**src/rtl/mmio_uart_tx_if.sv**
```systemverilog
// Core data-memory port slice seen by the memory-mapped UART transmitter.
interface mmio_uart_tx_if;
  logic [31:0] address;
  logic [31:0] write_data;
  logic [2:0]  width;
  logic        read_enable;
  logic        write_enable;
  logic [31:0] read_data;
  logic        selected;

  modport master (
    output address, write_data, width, read_enable, write_enable,
    input  read_data, selected
  );

  modport slave (
    input  address, write_data, width, read_enable, write_enable,
    output read_data, selected
  );
endinterface

```
**src/rtl/mmio_uart_tx.sv**
```systemverilog
// Memory-mapped 8N1 UART transmitter: DATA/STATUS/DIVISOR registers,
// a small TX FIFO and a bit-serialiser with a programmable baud divisor.
module mmio_uart_tx #(
  parameter logic [31:0] BASE_ADDRESS    = 32'hFF00_0000,
  parameter int unsigned FIFO_DEPTH      = 4,
  parameter logic [15:0] DEFAULT_DIVISOR = 16'd434
) (
  input  logic           clock,
  input  logic           reset,
  mmio_uart_tx_if.slave  bus,
  output logic           uart_tx,
  output logic           tx_busy
);

  localparam int unsigned PTR_W = $clog2(FIFO_DEPTH);
  localparam int unsigned CNT_W = PTR_W + 1;

  localparam logic [1:0] REG_DATA    = 2'd0;
  localparam logic [1:0] REG_STATUS  = 2'd1;
  localparam logic [1:0] REG_DIVISOR = 2'd2;

  typedef enum logic [1:0] {
    S_IDLE,
    S_START,
    S_DATA,
    S_STOP
  } state_t;

  state_t           state;
  logic [7:0]       fifo_mem [FIFO_DEPTH];
  logic [PTR_W-1:0] rd_ptr;
  logic [PTR_W-1:0] wr_ptr;
  logic [CNT_W-1:0] count;
  logic             overflow;
  logic [15:0]      divisor;
  logic [15:0]      bit_div;
  logic [15:0]      cyc_cnt;
  logic [7:0]       shift;
  logic [2:0]       bit_idx;

  logic       sel_c;
  logic [1:0] reg_sel_c;
  logic       full_c;
  logic       empty_c;
  logic       bit_done_c;
  logic       pop_c;
  logic       data_wr_c;
  logic       push_c;
  logic       ovf_event_c;
  logic       status_rd_c;
  logic       div_wr_c;

  // Bus fields that carry no information for this block.
  logic unused_bits;
  assign unused_bits = &{1'b0, bus.width, bus.write_data[31:16], bus.address[1:0]};

  // Address decode and access qualification
  assign sel_c       = (bus.address[31:4] == BASE_ADDRESS[31:4]);
  assign reg_sel_c   = bus.address[3:2];
  assign data_wr_c   = sel_c && bus.write_enable && (reg_sel_c == REG_DATA);
  assign div_wr_c    = sel_c && bus.write_enable && (reg_sel_c == REG_DIVISOR);
  assign status_rd_c = sel_c && bus.read_enable  && (reg_sel_c == REG_STATUS);

  assign full_c      = (count == CNT_W'(FIFO_DEPTH));
  assign empty_c     = (count == '0);
  assign bit_done_c  = (cyc_cnt == (bit_div - 16'd1));

  // The serialiser takes the head whenever it is idle and data is waiting,
  // so a store into a full FIFO still lands if a pop frees a slot that cycle.
  assign pop_c       = (state == S_IDLE) && !empty_c;
  assign push_c      = data_wr_c && (!full_c || pop_c);
  assign ovf_event_c = data_wr_c && full_c && !pop_c;

  assign tx_busy      = (state != S_IDLE) || !empty_c;
  assign bus.selected = sel_c;

  // Load data mux
  always_comb begin
    bus.read_data = '0;
    if (sel_c && bus.read_enable) begin
      case (reg_sel_c)
        REG_STATUS:  bus.read_data = {23'd0, 5'(count), overflow, tx_busy, empty_c, full_c};
        REG_DIVISOR: bus.read_data = {16'd0, divisor};
        default:     bus.read_data = '0;
      endcase
    end
  end

  // FIFO storage, no reset needed since count gates every read
  always_ff @(posedge clock) begin
    if (push_c) begin
      fifo_mem[wr_ptr] <= bus.write_data[7:0];
    end
  end

  // FIFO pointers and occupancy
  always_ff @(posedge clock or negedge reset) begin
    if (!reset) begin
      rd_ptr <= '0;
      wr_ptr <= '0;
      count  <= '0;
    end else begin
      if (push_c) begin
        wr_ptr <= wr_ptr + PTR_W'(1);
      end
      if (pop_c) begin
        rd_ptr <= rd_ptr + PTR_W'(1);
      end
      case ({push_c, pop_c})
        2'b10:   count <= count + CNT_W'(1);
        2'b01:   count <= count - CNT_W'(1);
        default: count <= count;
      endcase
    end
  end

  // Control registers; an overflow in the same cycle wins over a clearing read
  always_ff @(posedge clock or negedge reset) begin
    if (!reset) begin
      overflow <= 1'b0;
      divisor  <= DEFAULT_DIVISOR;
    end else begin
      if (ovf_event_c) begin
        overflow <= 1'b1;
      end else if (status_rd_c) begin
        overflow <= 1'b0;
      end
      if (div_wr_c) begin
        divisor <= (bus.write_data[15:0] == 16'd0) ? 16'd1 : bus.write_data[15:0];
      end
    end
  end

  // Serialiser FSM with registered line output
  always_ff @(posedge clock or negedge reset) begin
    if (!reset) begin
      state   <= S_IDLE;
      uart_tx <= 1'b1;
      bit_div <= DEFAULT_DIVISOR;
      cyc_cnt <= '0;
      shift   <= '0;
      bit_idx <= '0;
    end else begin
      case (state)
        S_IDLE: begin
          uart_tx <= 1'b1;
          if (!empty_c) begin
            shift   <= fifo_mem[rd_ptr];
            bit_div <= divisor;
            cyc_cnt <= '0;
            bit_idx <= '0;
            uart_tx <= 1'b0;
            state   <= S_START;
          end
        end
        S_START: begin
          if (bit_done_c) begin
            cyc_cnt <= '0;
            bit_idx <= '0;
            uart_tx <= shift[0];
            state   <= S_DATA;
          end else begin
            cyc_cnt <= cyc_cnt + 16'd1;
          end
        end
        S_DATA: begin
          if (bit_done_c) begin
            cyc_cnt <= '0;
            shift   <= {1'b0, shift[7:1]};
            if (bit_idx == 3'd7) begin
              uart_tx <= 1'b1;
              state   <= S_STOP;
            end else begin
              bit_idx <= bit_idx + 3'd1;
              uart_tx <= shift[1];
            end
          end else begin
            cyc_cnt <= cyc_cnt + 16'd1;
          end
        end
        S_STOP: begin
          if (bit_done_c) begin
            cyc_cnt <= '0;
            uart_tx <= 1'b1;
            state   <= S_IDLE;
          end else begin
            cyc_cnt <= cyc_cnt + 16'd1;
          end
        end
        default: begin
          uart_tx <= 1'b1;
          state   <= S_IDLE;
        end
      endcase
    end
  end

endmodule

```
**src/flat_wrapper.sv**
```systemverilog
// flat-port wrapper written by rule: the top's interface ports become plain ports
module mmio_uart_tx_flat 
#(
  parameter logic [31:0] BASE_ADDRESS    = 32'hFF00_0000,
  parameter int unsigned FIFO_DEPTH      = 4,
  parameter logic [15:0] DEFAULT_DIVISOR = 16'd434
)
  (clock, reset, uart_tx, tx_busy, bus_address, bus_write_data, bus_width, bus_read_enable, bus_write_enable, bus_read_data, bus_selected);
  mmio_uart_tx_if bus_i ();
  input  logic clock;
  input  logic reset;
  output logic uart_tx;
  output logic tx_busy;
  input wire logic [$bits(bus_i.address)-1:0] bus_address;
  input wire logic [$bits(bus_i.write_data)-1:0] bus_write_data;
  input wire logic [$bits(bus_i.width)-1:0] bus_width;
  input wire logic [$bits(bus_i.read_enable)-1:0] bus_read_enable;
  input wire logic [$bits(bus_i.write_enable)-1:0] bus_write_enable;
  output wire logic [$bits(bus_i.read_data)-1:0] bus_read_data;
  output wire logic [$bits(bus_i.selected)-1:0] bus_selected;
  assign bus_i.address = bus_address;
  assign bus_i.write_data = bus_write_data;
  assign bus_i.width = bus_width;
  assign bus_i.read_enable = bus_read_enable;
  assign bus_i.write_enable = bus_write_enable;
  assign bus_read_data = bus_i.read_data;
  assign bus_selected = bus_i.selected;
  mmio_uart_tx #(.BASE_ADDRESS(BASE_ADDRESS), .FIFO_DEPTH(FIFO_DEPTH), .DEFAULT_DIVISOR(DEFAULT_DIVISOR)) u_core (.clock(clock), .reset(reset), .bus(bus_i), .uart_tx(uart_tx), .tx_busy(tx_busy));
endmodule
```
**config.mk**
```make
export PLATFORM = sky130hd
export DESIGN_NAME = mmio_uart_tx_flat
export DESIGN_NICKNAME = d
export VERILOG_FILES = /design/src/rtl/mmio_uart_tx_if.sv /design/src/rtl/mmio_uart_tx.sv /design/src/flat_wrapper.sv
export SDC_FILE = /design/constraint.sdc
export NUM_CORES = 1
export LEC_CHECK = 0
export BUFFER_PORTS_ARGS = -buffer_cell sky130_fd_sc_hd__buf_2
export CAP_MARGIN = 20
export CORE_UTILIZATION = 50
export DETAILED_ROUTE_END_ITERATION = 6
export GPL_TIMING_DRIVEN = 0
export MAX_ROUTING_LAYER = met4
export PLACE_DENSITY = 0.75
export SLEW_MARGIN = 5
export SYNTH_ARGS = -nofsm -noshare
export SYNTH_HDL_FRONTEND = slang
export SYNTH_SLANG_ARGS = --single-unit
```
**constraint.sdc**
```tcl
create_clock -name clock -period 3 [get_ports clock]
set_clock_uncertainty 0.05 [all_clocks]
set_input_delay 0.6 -clock clock [delete_from_list [all_inputs] [get_ports clock]]
set_output_delay 0.6 -clock clock [all_outputs]
set_load 0.02 [all_outputs]
```
==> flow_summary_export.csv <==
group,metric,value,unit
yosys,synthArstFlopShare,68.6,%
route,first_iter_violations,270,
clock_network,clock_latency,0.36,ns
sta,tns,-0.00838,ns
route,drt_pass1_iterations,5,
route,wire_per_inst,16.0,µm
sta,min_period_over_period,100,%
critical_path,reg2reg_from,"u_core.bit_div[8]",
clock_network,hold_buffers,0,
clock_network,h-tree-depth,3,
placed_design,dp.cells,715,
power_and_ir_drop,pwr_density_cell,375,nW/µm²
clock_network,clock-root-buffer,"clkbuf_8",
route,vias_per_cell,5.55,
clock_network,cts.sinks,102,
outcome,violations,"setup timing",
yosys,ys_ff_latch,102,
placed_design,place_congestion,0.868,
cells_and_area,final_area,6540,µm²
flow_run,drv_cap,0,
critical_path,start_kind,"register",
floorplan,num_rows,37,
yosys,avgSynthCellArea,11.0,µm²
clock_network,clock_tree.buffer_depth,2,
yosys,yosysSeqAreaShare,50.2,%
floorplan,die_height,106,µm
critical_path,ff2ff_setup_slack,-0.008,ns
yosys,synthTopCellsByCount,"nand2_1, dfrtp_1, edfxtp_1",
critical_path,critPathKind,"register to register",
placed_design,place_hpwl,8.69,mm
sta,worstMarginPinSlew,0.752,ns
cells_and_area,area_growth,20.4,%
sta,max_slew_margin,49.9,%
power_and_ir_drop,p_leak,2.99,nW
placed_design,dp_worst_setup_slack,-0.203,ns
route,route.vias.total,4154,
power_and_ir_drop,fin_total_pwr,2.45,mW
grt,grt_max_degree,37,
grt,grt_pass1_wl,19.5,mm
grt,grt_pass1_vias,4101,
yosys,synth_edf_count,32,
route,ant_nets,0,
cells_and_area,drive_gt1_share,33.5,%
cells_and_area,nFillCells,839,
yosys,synth_warnings,0,
floorplan,dieArea,11300,µm²
floorplan,coreArea,10400,µm²
critical_path,crit_arrival,3.22,ns
sta,report.final.slew_viol_count,0,
critical_path,path_max_fanout,6,
cells_and_area,nets,695,
critical_path,worstPathRequired,3.21,ns
yosys,synth_top_area_cell,"dfrtp_1",
yosys,synthTopCellsByArea,"dfrtp_1, edfxtp_1, dfstp_2",
yosys,synth_area,5430,µm²
sta,setup_viol,1,
floorplan,ios,106,
placed_design,portBuffers,68,
sta,grt_setup_unrepaired,"true",
yosys,synth_cell_types,67,
yosys,syn_inst,495,
sta,timing.fmax,332,MHz
placed_design,post_dp_cell_area,6060,µm²
worst_hold_path,hp-class,"input pin to async pin",
route,route.detailed.drc,0,
grt,track_usage,22.9,%
cells_and_area,stdcell_count,748,
yosys,synth.most_common_cell,"nand2_1",
yosys,yosys.area.top_type_share,27.2,%
grt,antenna_found_initial,0,
sta,hold_violations,0,
sta,min_period,3.01,ns
critical_path,crit_path_end_kind,"register",
yosys,ys.flop_type,"dfrtp_1",
outcome,status,"finished, violations left",
critical_path,reg2regPathDepth,8,
floorplan,die_w,106,µm
route,finalWirelength,12.0,mm
clock_network,clkTransAtPathRegs,0.11,ns
clock_network,numCtsBuffers,9,
sta,worst_slack,-0.00838,ns
critical_path,rr_endpoint,"u_core.state[1]",
power_and_ir_drop,peakVddDrop,0.000242,V
clock_network,cts_tree,"built",
cells_and_area,diodes,0,
grt,overflow,0,
floorplan,start_util,52.1,%
-- flip-flops by register name, indices dropped and copies added (netlist names) --
name,flops
u_core.wr_ptr,2
u_core.overflow,1
u_core.count,3
u_core.shift,8
u_core.state,2
u_core.cyc_cnt,16
u_core.uart_tx,1
u_core.divisor,16
u_core.fifo_mem,32
u_core.bit_idx,3
u_core.bit_div,16
u_core.rd_ptr,2
-- worst max-delay path, stage by stage (launching register included) --
cell and delay [ns]:
dfstp_2 0.39, or3_4 0.39, or4_4 0.46, or4_4 0.50, a22oi_2 0.26, nand4_4 0.23
a21oi_2 0.22, o21ai_2 0.09, mux2_4 0.29
-- where the power goes --
part	internal, mW	switching, mW	total [mW]	leakage, nW
Clock	0.342	0.538	0.880	0.105
Combinational	0.0521	0.0770	0.129	1.67
Sequential	1.44	0.00369	1.44	1.22
-- kinds of logic after synthesis --
kind of cell / after synthesis / synth area share [%]
adders and majority gates: 17 / 4.06
buffers and inverters: 54 / 5.19
AOI/OAI and AO/OA: 82 / 11.2
and+or+nand+nor: 186 / 17.7
other: 1 / 0.0691
muxes: 32 / 8.21
DFF: 102 / 50.2
xor gates and xnor gates: 21 / 3.39
-- cell usage in the layout (no fill, tap or decap), types with 15 or more instances in the layout --
master	instances
nor2_1	27
inv_1	15
buf_4	37
buf_2	68
edfxtp_1	32
ha_1	15
mux2_2	16
dfrtp_1	59
conb_1	16
nand2_1	62
-- routing by layer --
layer / vias up / wire, µm / track usage (%)
met5: - / 0 / -
met1: 1991 / 5130 / 28.5
met3: 21 / 592 / 3.25
met4: 0 / 312 / 9.62
li1: 1989 / - / -
met2: 153 / 5960 / 37.4
-- area by class of cell --
| class | instances | area [µm²] | area share (%) |
|---|---|---|---|
| plain buffers | 32 | 209 | 3.20 |
| clock buffers | 9 | 124 | 1.90 |
| clock inverters | 7 | 86.3 | 1.32 |
| inverters | 18 | 71.3 | 1.09 |
| multi-input cells | 356 | 2650 | 40.5 |
| flip-flops and latches | 102 | 2730 | 41.7 |
| well taps | 136 | 170 | 2.60 |
| repair buffers | 88 | 503 | 7.70 |
-- through the flow --
stage,hold slack [ns],utilization [%]
2_1_floorplan,0.254,-
5_1_grt,0.143,62.7
4_1_cts,0.122,61.8
3_5_place_dp,0.398,58.2
3_3_place_gp,0.398,58.0
6_report,0.128,62.7
-- what timing repair did --
action,in CTS,in global routing
setup endpoints to repair,41,41
gates resized for setup,17,16
gates cloned,3,0
pin swaps,12,9
buffers inserted,13,5
-- worst max path at each step --
stage	from	end	slack, ns
3_3_place_gp	u_core.bit_div[7]	u_core.cyc_cnt[14]	-0.19
3_5_place_dp	u_core.bit_div[7]	u_core.cyc_cnt[14]	-0.20
2_1_floorplan	bus_address[18]	u_core.count[2]	0.01
4_1_cts	u_core.bit_div[8]	u_core.state[1]	-0.04
6_report	u_core.bit_div[8]	u_core.state[1]	-0.008
5_1_grt	u_core.bit_div[8]	u_core.bit_idx[0]	-0.11
(Power assumes the default switching activity.)
